[config.mk]
export PLATFORM = sky130hd
export DESIGN_NAME = sysid_regs_flat
export DESIGN_NICKNAME = d
export VERILOG_FILES = /design/src/rtl/sysid_pkg.sv /design/src/rtl/sysid_regs_if.sv /design/src/rtl/sysid_rd_pipe.sv /design/src/rtl/sysid_regs.sv /design/src/flat_wrapper.sv
export SDC_FILE = /design/constraint.sdc
export NUM_CORES = 1
export LEC_CHECK = 0
export ABC_AREA = 1
export CORE_UTILIZATION = 44
export CTS_BUF_LIST = sky130_fd_sc_hd__clkbuf_8
export DETAILED_ROUTE_END_ITERATION = 7
export MAX_ROUTING_LAYER = met4
export PLACE_DENSITY = 0.68
export SETUP_SLACK_MARGIN = 0.1
export SYNTH_ARGS = -nofsm -noshare
export SYNTH_HDL_FRONTEND = slang
export SYNTH_SLANG_ARGS = --single-unit
[constraint.sdc]
create_clock -name clock -period 1.4 [get_ports clock]
set_input_delay 0.28 -clock clock [delete_from_list [all_inputs] [get_ports clock]]
set_output_delay 0.28 -clock clock [all_outputs]
set_load 0.02 [all_outputs]
[src/rtl/sysid_pkg.sv]
// Shared constants, register map and helpers for the sysid_regs slave.
// The optional uptime counter is enabled by defining SYSID_UPTIME_EN.
package sysid_pkg;

    typedef logic [31:0] sysid_word_t;

    localparam sysid_word_t SYSID_ADDR_ID       = 32'd0;
    localparam sysid_word_t SYSID_ADDR_TS       = 32'd1;
    localparam sysid_word_t SYSID_ADDR_CAPS     = 32'd2;
    localparam sysid_word_t SYSID_ADDR_UPLO     = 32'd3;
    localparam sysid_word_t SYSID_ADDR_UPHI     = 32'd4;
    localparam sysid_word_t SYSID_ADDR_SCR_BASE = 32'd8;

    localparam logic [7:0] SYSID_VERSION = 8'h02;

    localparam int SYSID_CAPS_NSCR_LSB  = 0;
    localparam int SYSID_CAPS_LAT_LSB   = 4;
    localparam int SYSID_CAPS_VER_LSB   = 8;
    localparam int SYSID_CAPS_UPTIME_BIT = 16;

    function automatic sysid_word_t sysid_caps(
        input int   nscr,
        input int   lat,
        input logic uptime
    );
        sysid_word_t w;
        w = '0;
        w[SYSID_CAPS_NSCR_LSB +: 4] = 4'(nscr);
        w[SYSID_CAPS_LAT_LSB +: 4]  = 4'(lat);
        w[SYSID_CAPS_VER_LSB +: 8]  = SYSID_VERSION;
        w[SYSID_CAPS_UPTIME_BIT]    = uptime;
        return w;
    endfunction

endpackage

[src/rtl/sysid_regs_if.sv]
// Avalon-MM bus bundle between the data master and the sysid_regs slave.
// No waitrequest: every request is accepted in the cycle it is presented.
interface sysid_regs_if #(
    parameter int ADDR_W = 4
) ();
    import sysid_pkg::*;

    logic [ADDR_W-1:0] address;
    logic              read;
    logic              write;
    sysid_word_t       writedata;
    logic [3:0]        byteenable;
    sysid_word_t       readdata;
    logic              readdatavalid;

    modport master (
        output address,
        output read,
        output write,
        output writedata,
        output byteenable,
        input  readdata,
        input  readdatavalid
    );

    modport slave (
        input  address,
        input  read,
        input  write,
        input  writedata,
        input  byteenable,
        output readdata,
        output readdatavalid
    );

endinterface

[src/rtl/sysid_rd_pipe.sv]
// Fixed-latency read response pipe of {valid, data}, flushed by reset_n.
// Data only advances with a valid beat, so the output holds between responses.
module sysid_rd_pipe
    import sysid_pkg::*;
#(
    parameter int DEPTH = 1
) (
    input  logic        clock,
    input  logic        reset_n,
    input  logic        in_valid,
    input  sysid_word_t in_data,
    output logic        out_valid,
    output sysid_word_t out_data
);

    logic [DEPTH-1:0] vld_q;
    logic [DEPTH-1:0] vld_d;
    sysid_word_t      dat_q [DEPTH];
    sysid_word_t      dat_d [DEPTH];

    always_comb begin
        vld_d    = '0;
        vld_d[0] = in_valid;
        dat_d[0] = in_valid ? in_data : dat_q[0];
        for (int i = 1; i < DEPTH; i++) begin
            vld_d[i] = vld_q[i-1];
            dat_d[i] = vld_q[i-1] ? dat_q[i-1] : dat_q[i];
        end
    end

    always_ff @(posedge clock) begin
        if (!reset_n) begin
            vld_q <= '0;
            for (int i = 0; i < DEPTH; i++) begin
                dat_q[i] <= '0;
            end
        end else begin
            vld_q <= vld_d;
            for (int i = 0; i < DEPTH; i++) begin
                dat_q[i] <= dat_d[i];
            end
        end
    end

    assign out_valid = vld_q[DEPTH-1];
    assign out_data  = dat_q[DEPTH-1];

endmodule

[src/rtl/sysid_regs.sv]
// System-identification slave: ID/timestamp/caps, scratch bank, optional uptime.
// Define SYSID_UPTIME_EN to build the 64-bit uptime counter and HI snapshot.
module sysid_regs
    import sysid_pkg::*;
#(
    parameter sysid_word_t ID_VALUE     = 32'h5AD3_1F48,
    parameter sysid_word_t TIMESTAMP    = 32'h0,
    parameter int          ADDR_W       = 4,
    parameter int          READ_LATENCY = 1,
    parameter int          NUM_SCRATCH  = 2
) (
    input  logic       clock,
    input  logic       reset_n,
    sysid_regs_if.slave bus
);

    if (READ_LATENCY < 1 || READ_LATENCY > 4) begin : g_bad_lat
        $error("sysid_regs: READ_LATENCY must be in 1..4");
    end
    if (NUM_SCRATCH < 0 || NUM_SCRATCH > 8) begin : g_bad_scr
        $error("sysid_regs: NUM_SCRATCH must be in 0..8");
    end
    if (ADDR_W < 4) begin : g_bad_aw
        $error("sysid_regs: ADDR_W must be at least 4");
    end

    localparam int SCR_N = (NUM_SCRATCH > 0) ? NUM_SCRATCH : 1;

`ifdef SYSID_UPTIME_EN
    localparam logic UPTIME_PRESENT = 1'b1;
`else
    localparam logic UPTIME_PRESENT = 1'b0;
`endif

    localparam sysid_word_t CAPS_WORD =
        sysid_caps(NUM_SCRATCH, READ_LATENCY, UPTIME_PRESENT);

    sysid_word_t addr;
    logic        rd_en;
    logic        wr_en;

    assign addr  = sysid_word_t'(bus.address);
    assign rd_en = bus.read  && reset_n;
    assign wr_en = bus.write && reset_n;

    // Scratch bank with per-byte write lanes
    sysid_word_t scr_q [SCR_N];
    sysid_word_t scr_d [SCR_N];
    sysid_word_t scr_rd;

    always_comb begin
        scr_rd = '0;
        for (int i = 0; i < SCR_N; i++) begin
            scr_d[i] = scr_q[i];
            if (i < NUM_SCRATCH &&
                addr == SYSID_ADDR_SCR_BASE + sysid_word_t'(i)) begin
                scr_rd = scr_q[i];
                if (wr_en) begin
                    for (int b = 0; b < 4; b++) begin
                        if (bus.byteenable[b]) begin
                            scr_d[i][8*b +: 8] = bus.writedata[8*b +: 8];
                        end
                    end
                end
            end
        end
    end

    always_ff @(posedge clock) begin
        if (!reset_n) begin
            for (int i = 0; i < SCR_N; i++) begin
                scr_q[i] <= '0;
            end
        end else begin
            for (int i = 0; i < SCR_N; i++) begin
                scr_q[i] <= scr_d[i];
            end
        end
    end

    sysid_word_t uplo_word;
    sysid_word_t uphi_word;

`ifdef SYSID_UPTIME_EN
    logic [63:0] cnt_q;
    logic [63:0] cnt_d;
    logic [63:0] cnt_inc;
    sysid_word_t snap_q;
    sysid_word_t snap_d;

    // LO read and HI snapshot both see the value the counter takes at this edge
    always_comb begin
        cnt_inc = cnt_q + 64'd1;
        cnt_d   = cnt_inc;
        snap_d  = snap_q;
        if (wr_en && addr == SYSID_ADDR_UPLO) begin
            cnt_d = '0;
        end
        if (rd_en && addr == SYSID_ADDR_UPLO) begin
            snap_d = cnt_inc[63:32];
        end
    end

    always_ff @(posedge clock) begin
        if (!reset_n) begin
            cnt_q  <= '0;
            snap_q <= '0;
        end else begin
            cnt_q  <= cnt_d;
            snap_q <= snap_d;
        end
    end

    assign uplo_word = cnt_inc[31:0];
    assign uphi_word = snap_q;
`else
    assign uplo_word = '0;
    assign uphi_word = '0;
`endif

    sysid_word_t rd_data;

    always_comb begin
        rd_data = '0;
        case (addr)
            SYSID_ADDR_ID:   rd_data = ID_VALUE;
            SYSID_ADDR_TS:   rd_data = TIMESTAMP;
            SYSID_ADDR_CAPS: rd_data = CAPS_WORD;
            SYSID_ADDR_UPLO: rd_data = uplo_word;
            SYSID_ADDR_UPHI: rd_data = uphi_word;
            default:         rd_data = scr_rd;
        endcase
    end

    sysid_rd_pipe #(
        .DEPTH (READ_LATENCY)
    ) u_rd_pipe (
        .clock     (clock),
        .reset_n   (reset_n),
        .in_valid  (rd_en),
        .in_data   (rd_data),
        .out_valid (bus.readdatavalid),
        .out_data  (bus.readdata)
    );

endmodule

[src/flat_wrapper.sv]
// flat-port wrapper written by rule: the top's interface ports become plain ports
module sysid_regs_flat import sysid_pkg::*;
#(
    parameter sysid_word_t ID_VALUE     = 32'h5AD3_1F48,
    parameter sysid_word_t TIMESTAMP    = 32'h0,
    parameter int          ADDR_W       = 4,
    parameter int          READ_LATENCY = 1,
    parameter int          NUM_SCRATCH  = 2
)
  (clock, reset_n, bus_address, bus_read, bus_write, bus_writedata, bus_byteenable, bus_readdata, bus_readdatavalid);
  sysid_regs_if #(.ADDR_W(ADDR_W)) bus_i ();
  input  logic clock;
  input  logic reset_n;
  input wire logic [$bits(bus_i.address)-1:0] bus_address;
  input wire logic [$bits(bus_i.read)-1:0] bus_read;
  input wire logic [$bits(bus_i.write)-1:0] bus_write;
  input wire logic [$bits(bus_i.writedata)-1:0] bus_writedata;
  input wire logic [$bits(bus_i.byteenable)-1:0] bus_byteenable;
  output wire logic [$bits(bus_i.readdata)-1:0] bus_readdata;
  output wire logic [$bits(bus_i.readdatavalid)-1:0] bus_readdatavalid;
  assign bus_i.address = bus_address;
  assign bus_i.read = bus_read;
  assign bus_i.write = bus_write;
  assign bus_i.writedata = bus_writedata;
  assign bus_i.byteenable = bus_byteenable;
  assign bus_readdata = bus_i.readdata;
  assign bus_readdatavalid = bus_i.readdatavalid;
  sysid_regs #(.ID_VALUE(ID_VALUE), .TIMESTAMP(TIMESTAMP), .ADDR_W(ADDR_W), .READ_LATENCY(READ_LATENCY), .NUM_SCRATCH(NUM_SCRATCH)) u_core (.clock(clock), .reset_n(reset_n), .bus(bus_i));
endmodule
==> impl_metrics.json, run 1 <==
{
  "detail_route.wirelength_um": 12400,
  "power.leakage_nw": 2.77,
  "clkSinkCount": 97,
  "synth_warnings": 0,
  "n_fill_cell": 952,
  "worst_pin_slew_ns": 0.270,
  "overflow": 0,
  "initial_core_util_pct": 46.1,
  "num_cts_buffers": 9,
  "synth_top_area_share_pct": 42.3,
  "synth.top_cells.by_area": "sky130_fd_sc_hd__dfxtp_1 (42%), sky130_fd_sc_hd__nand2_1 (15%), sky130_fd_sc_hd__nand3_1 (14%), sky130_fd_sc_hd__nor2_1 (11%), sky130_fd_sc_hd__inv_1 (4.7%)",
  "final-hold-violation-count": 0,
  "viasPerCell": 4.96,
  "status": "finished, final reports clean",
  "worstSetupEndpointType": "output port",
  "hold_buffers": 0,
  "clock_root_buffer": "sky130_fd_sc_hd__clkbuf_8",
  "hold_path_depth": 3,
  "hold_start": "reset_n",
  "dr.pass1.iters": 5,
  "clk_path_buf_depth": 2,
  "detail_route.drc_violations": 0,
  "mappedNetlistNets": 738,
  "power_frac_seq_pct": 50.9,
  "tritoncts_clock_tree": "built",
  "drt_first_iter_violations": 273,
  "track_usage_pct": 24.6,
  "clock_transition_time_at_the_flip_flop_clock_pins_of_the_worst_setup_and_hold_paths_ns": 0.10,
  "setup_slack_ns": 0.141,
  "avgSynthCellArea_um2": 6.61,
  "setup_repair_after_global_routing_missed_its_margin": "no",
  "cell_type_contributing_the_most_total_cell_area_after_synthesis": "sky130_fd_sc_hd__dfxtp_1",
  "pre_cts_worst_setup_slack_ns": -0.465,
  "finalWeightedCongestion": 0.868,
  "hold-path-endpoint": "u_core.scr_q[0][42]$_SDFFE_PN0P_",
  "period_share_pct": 89.9,
  "comb_power_share_pct": 11.3,
  "crit_path_start_kind": "flop",
  "worst_r2r_endpoint": "u_core.u_rd_pipe.dat_q[0][0]$_SDFFE_PN0P_",
  "layout-drive-gt1-share_pct": 14.7,
  "stdcell_area_um2": 6010,
  "num-nets-final": 826,
  "power-per-cell-area_nw_per_um2": 911,
  "reg2reg_from": "u_core.scr_q[0][32]$_SDFFE_PN0P_",
  "timing.critical_path.buf_inv": 1,
  "worstPathMaxFanout": 2,
  "period_minus_slack_ns": 1.26,
  "first_pass_grt_wire_length_um": 20600,
  "die_area_um2": 10800,
  "netSwitchingPower_mw": 1.38,
  "clock-skew-final_ns": 0.0149,
  "report.final.slew_viol_count": 0,
  "placed_area_um2": 5760,
  "number_of_global_route_vias_before_repair": 4311,
  "peakVddDrop_mv": 0.505,
  "die_width_um": 104,
  "max_stage_delay_ns": 0.35,
  "worstHoldPathType": "in -> reg",
  "yosys_register_bits": 97,
  "core_region_area_um2": 9950,
  "fmax_mhz": 794,
  "timing.max_slew.rel_slack_pct": 82.0,
  "synth-edff-count": 0,
  "rrSetupSlack_ns": 0.59,
  "critical_path.slowest_cell": "sky130_fd_sc_hd__dfxtp_2",
  "rows": 36,
  "grt_start_max_net_pins": 61,
  "wire_per_inst_um": 13.5,
  "synth_async_sr_flop_share_pct": 0,
  "worst_hold_slack_ns": 0.211,
  "synth_instances": 694,
  "worst-endpoint-required_ns": 1.12,
  "insertion_delay_ns": 0.37,
  "post-layout-total-power_mw": 5.48,
  "die_h_um": 104,
  "switching_share_pct": 25.1,
  "synthToLayoutAreaGrowth_pct": 31.0,
  "path_cells": "clkdlybuf4s15_2",
  "timing.final.setup_violations": 0,
  "detailed_place_hpwl_um": 8360,
  "postRouteAntennaNets": 0,
  "number_of_antenna_violations_at_the_first_check_in_global_routing": 0,
  "critPathTopFamily": "flip-flops",
  "rr_worst_depth": 4,
  "critical_path_arrival_ns": 0.98,
  "cellInternalPower_mw": 4.10,
  "drv.max_cap_violation_count": 0,
  "yosys_most_used_dff": "sky130_fd_sc_hd__dfxtp_1",
  "crit_type": "reg -> out",
  "numPortBuffers": 76,
  "power.clock.fraction_pct": 37.9,
  "post_synth_num_cell_types": 20,
  "synth.cell_area_um2": 4590,
  "route.vias.total": 4564,
  "top_level_ports": 77,
  "yosysSeqAreaShare_pct": 42.3,
  "htreeDepth": 3,
  "num_antenna_cells": 0
}
[metrics by stage]
step           setup TNS, ns  instances  utilization [%]
3_5_place_dp          -35.09        900             57.8
6_report                   0        920             60.4
2_1_floorplan              0        694                -
5_1_grt                    0        920             60.4
3_3_place_gp          -32.66        900             57.8
4_1_cts                    0        918             60.9
[cell families (layout without fill, tap and decap cells)]
kind of cell / count (synthesis) / after routing / synth area share, %
simple gates: 465 / 465 / 44.6
compound gates: 30 / 30 / 3.27
flops: 97 / 97 / 42.3
buf+inv: 102 / 195 / 9.78
[placed cells by master, fill, tap and decap left out, drive strengths merged]
master,netlist,final
clkdlybuf4s50,0,37
nand2,191,191
clkinv,0,1
nor3,8,8
bufbuf,0,1
nand3,127,127
clkinvlp,0,2
buf,38,55
dlygate4sd2,0,3
clkdlybuf4s15,0,17
and2,1,1
inv,60,61
bufinv,0,2
dlymetal6s2s,0,1
dfxtp,97,97
clkbuf,4,15
nor2,138,138
a21oi,30,30
[flip-flops by register name, summed over array words and instances, names as in the netlist]
signal,flops
u_core.scr_q,64
u_core.u_rd_pipe.dat_q,32
u_core.u_rd_pipe.out_valid,1
[worst max path at each step]
| stage | cells after the start | start | end |
|---|---|---|---|
| 2_1_floorplan | 8 | reset_n | u_core.scr_q[0][15]$_SDFFE_PN0P_ |
| 3_3_place_gp | 9 | bus_address[0] | u_core.scr_q[0][52]$_SDFFE_PN0P_ |
| 3_5_place_dp | 9 | bus_address[0] | u_core.scr_q[0][46]$_SDFFE_PN0P_ |
| 4_1_cts | 1 | u_core.u_rd_pipe.dat_q[0][31]$_SDFFE_PN0P_ | bus_readdata[31] |
| 5_1_grt | 1 | u_core.u_rd_pipe.dat_q[0][22]$_SDFFE_PN0P_ | bus_readdata[22] |
| 6_report | 1 | u_core.u_rd_pipe.dat_q[0][3]$_SDFFE_PN0P_ | bus_readdata[3] |
[power groups by stage]
stage | combinational [mW] | sequential, mW | clock [mW]
after floorplan | 0.304 | 2.86 | 0
after global placement | 0.602 | 2.85 | 0
after detailed placement | 0.608 | 2.85 | 0
after CTS | 0.613 | 2.79 | 2.09
after global routing | 0.672 | 2.79 | 2.20
final | 0.617 | 2.79 | 2.07
[cells in the mapped netlist, types with 3 or more instances]
master / n
sky130_fd_sc_hd__a21oi_1: 30
sky130_fd_sc_hd__buf_1: 6
sky130_fd_sc_hd__buf_2: 23
sky130_fd_sc_hd__buf_4: 8
sky130_fd_sc_hd__clkbuf_1: 4
sky130_fd_sc_hd__dfxtp_1: 97
sky130_fd_sc_hd__inv_1: 57
sky130_fd_sc_hd__inv_2: 3
sky130_fd_sc_hd__nand2_1: 188
sky130_fd_sc_hd__nand3_1: 126
sky130_fd_sc_hd__nor2_1: 133
sky130_fd_sc_hd__nor2_4: 4
sky130_fd_sc_hd__nor3_4: 6
[repair_timing]
item	4_1_cts	5_1_grt
pin swaps	4	3
buffers inserted	1	1
cloned	1	1
gates resized for setup	100	24
endpoints found under the setup margin	125	67
[final cells by class]
class | count | area, um^2 | area share (%)
clock buffers | 10 | 138 | 2.29
clock inverters | 6 | 88.8 | 1.48
inverters | 60 | 228 | 3.79
multi-input cells | 495 | 2200 | 36.7
flip-flops and latches | 97 | 1940 | 32.3
well taps | 133 | 166 | 2.77
repair buffers | 119 | 1240 | 20.7
[layer usage]
| metal | GRT usage, % | wire, um | up-vias |
|---|---|---|---|
| met5 | - | 0 | - |
| met4 | 10.2 | 259 | 0 |
| met3 | 2.82 | 618 | 16 |
| met2 | 40.9 | 6040 | 128 |
| met1 | 30.4 | 5460 | 2085 |
| li1 | - | - | 2335 |
Note: power is estimated with default switching activity, not from simulation.
==> inputs of run 2 (changes only) <==
--- a/config.mk
+++ b/config.mk
@@ -8,6 +8,7 @@
 export ABC_AREA = 1
 export CORE_UTILIZATION = 44
 export CTS_BUF_LIST = sky130_fd_sc_hd__clkbuf_8
+export CTS_CLUSTER_SIZE = 16
 export DETAILED_ROUTE_END_ITERATION = 7
 export MAX_ROUTING_LAYER = met4
 export PLACE_DENSITY = 0.68
==> results of run 2 <==
Same layout as run 1: the final DEF is identical, and so are final timing and power.
==> inputs of run 3 (changes only) <==
--- a/config.mk
+++ b/config.mk
@@ -8,7 +8,7 @@
 export ABC_AREA = 1
 export CORE_UTILIZATION = 44
 export CTS_BUF_LIST = sky130_fd_sc_hd__clkbuf_8
-export CTS_CLUSTER_SIZE = 16
+export CTS_CLUSTER_SIZE = 40
 export DETAILED_ROUTE_END_ITERATION = 7
 export MAX_ROUTING_LAYER = met4
 export PLACE_DENSITY = 0.68
==> results of run 3 <==
Same layout as run 1: the final DEF is identical, and so are final timing and power.
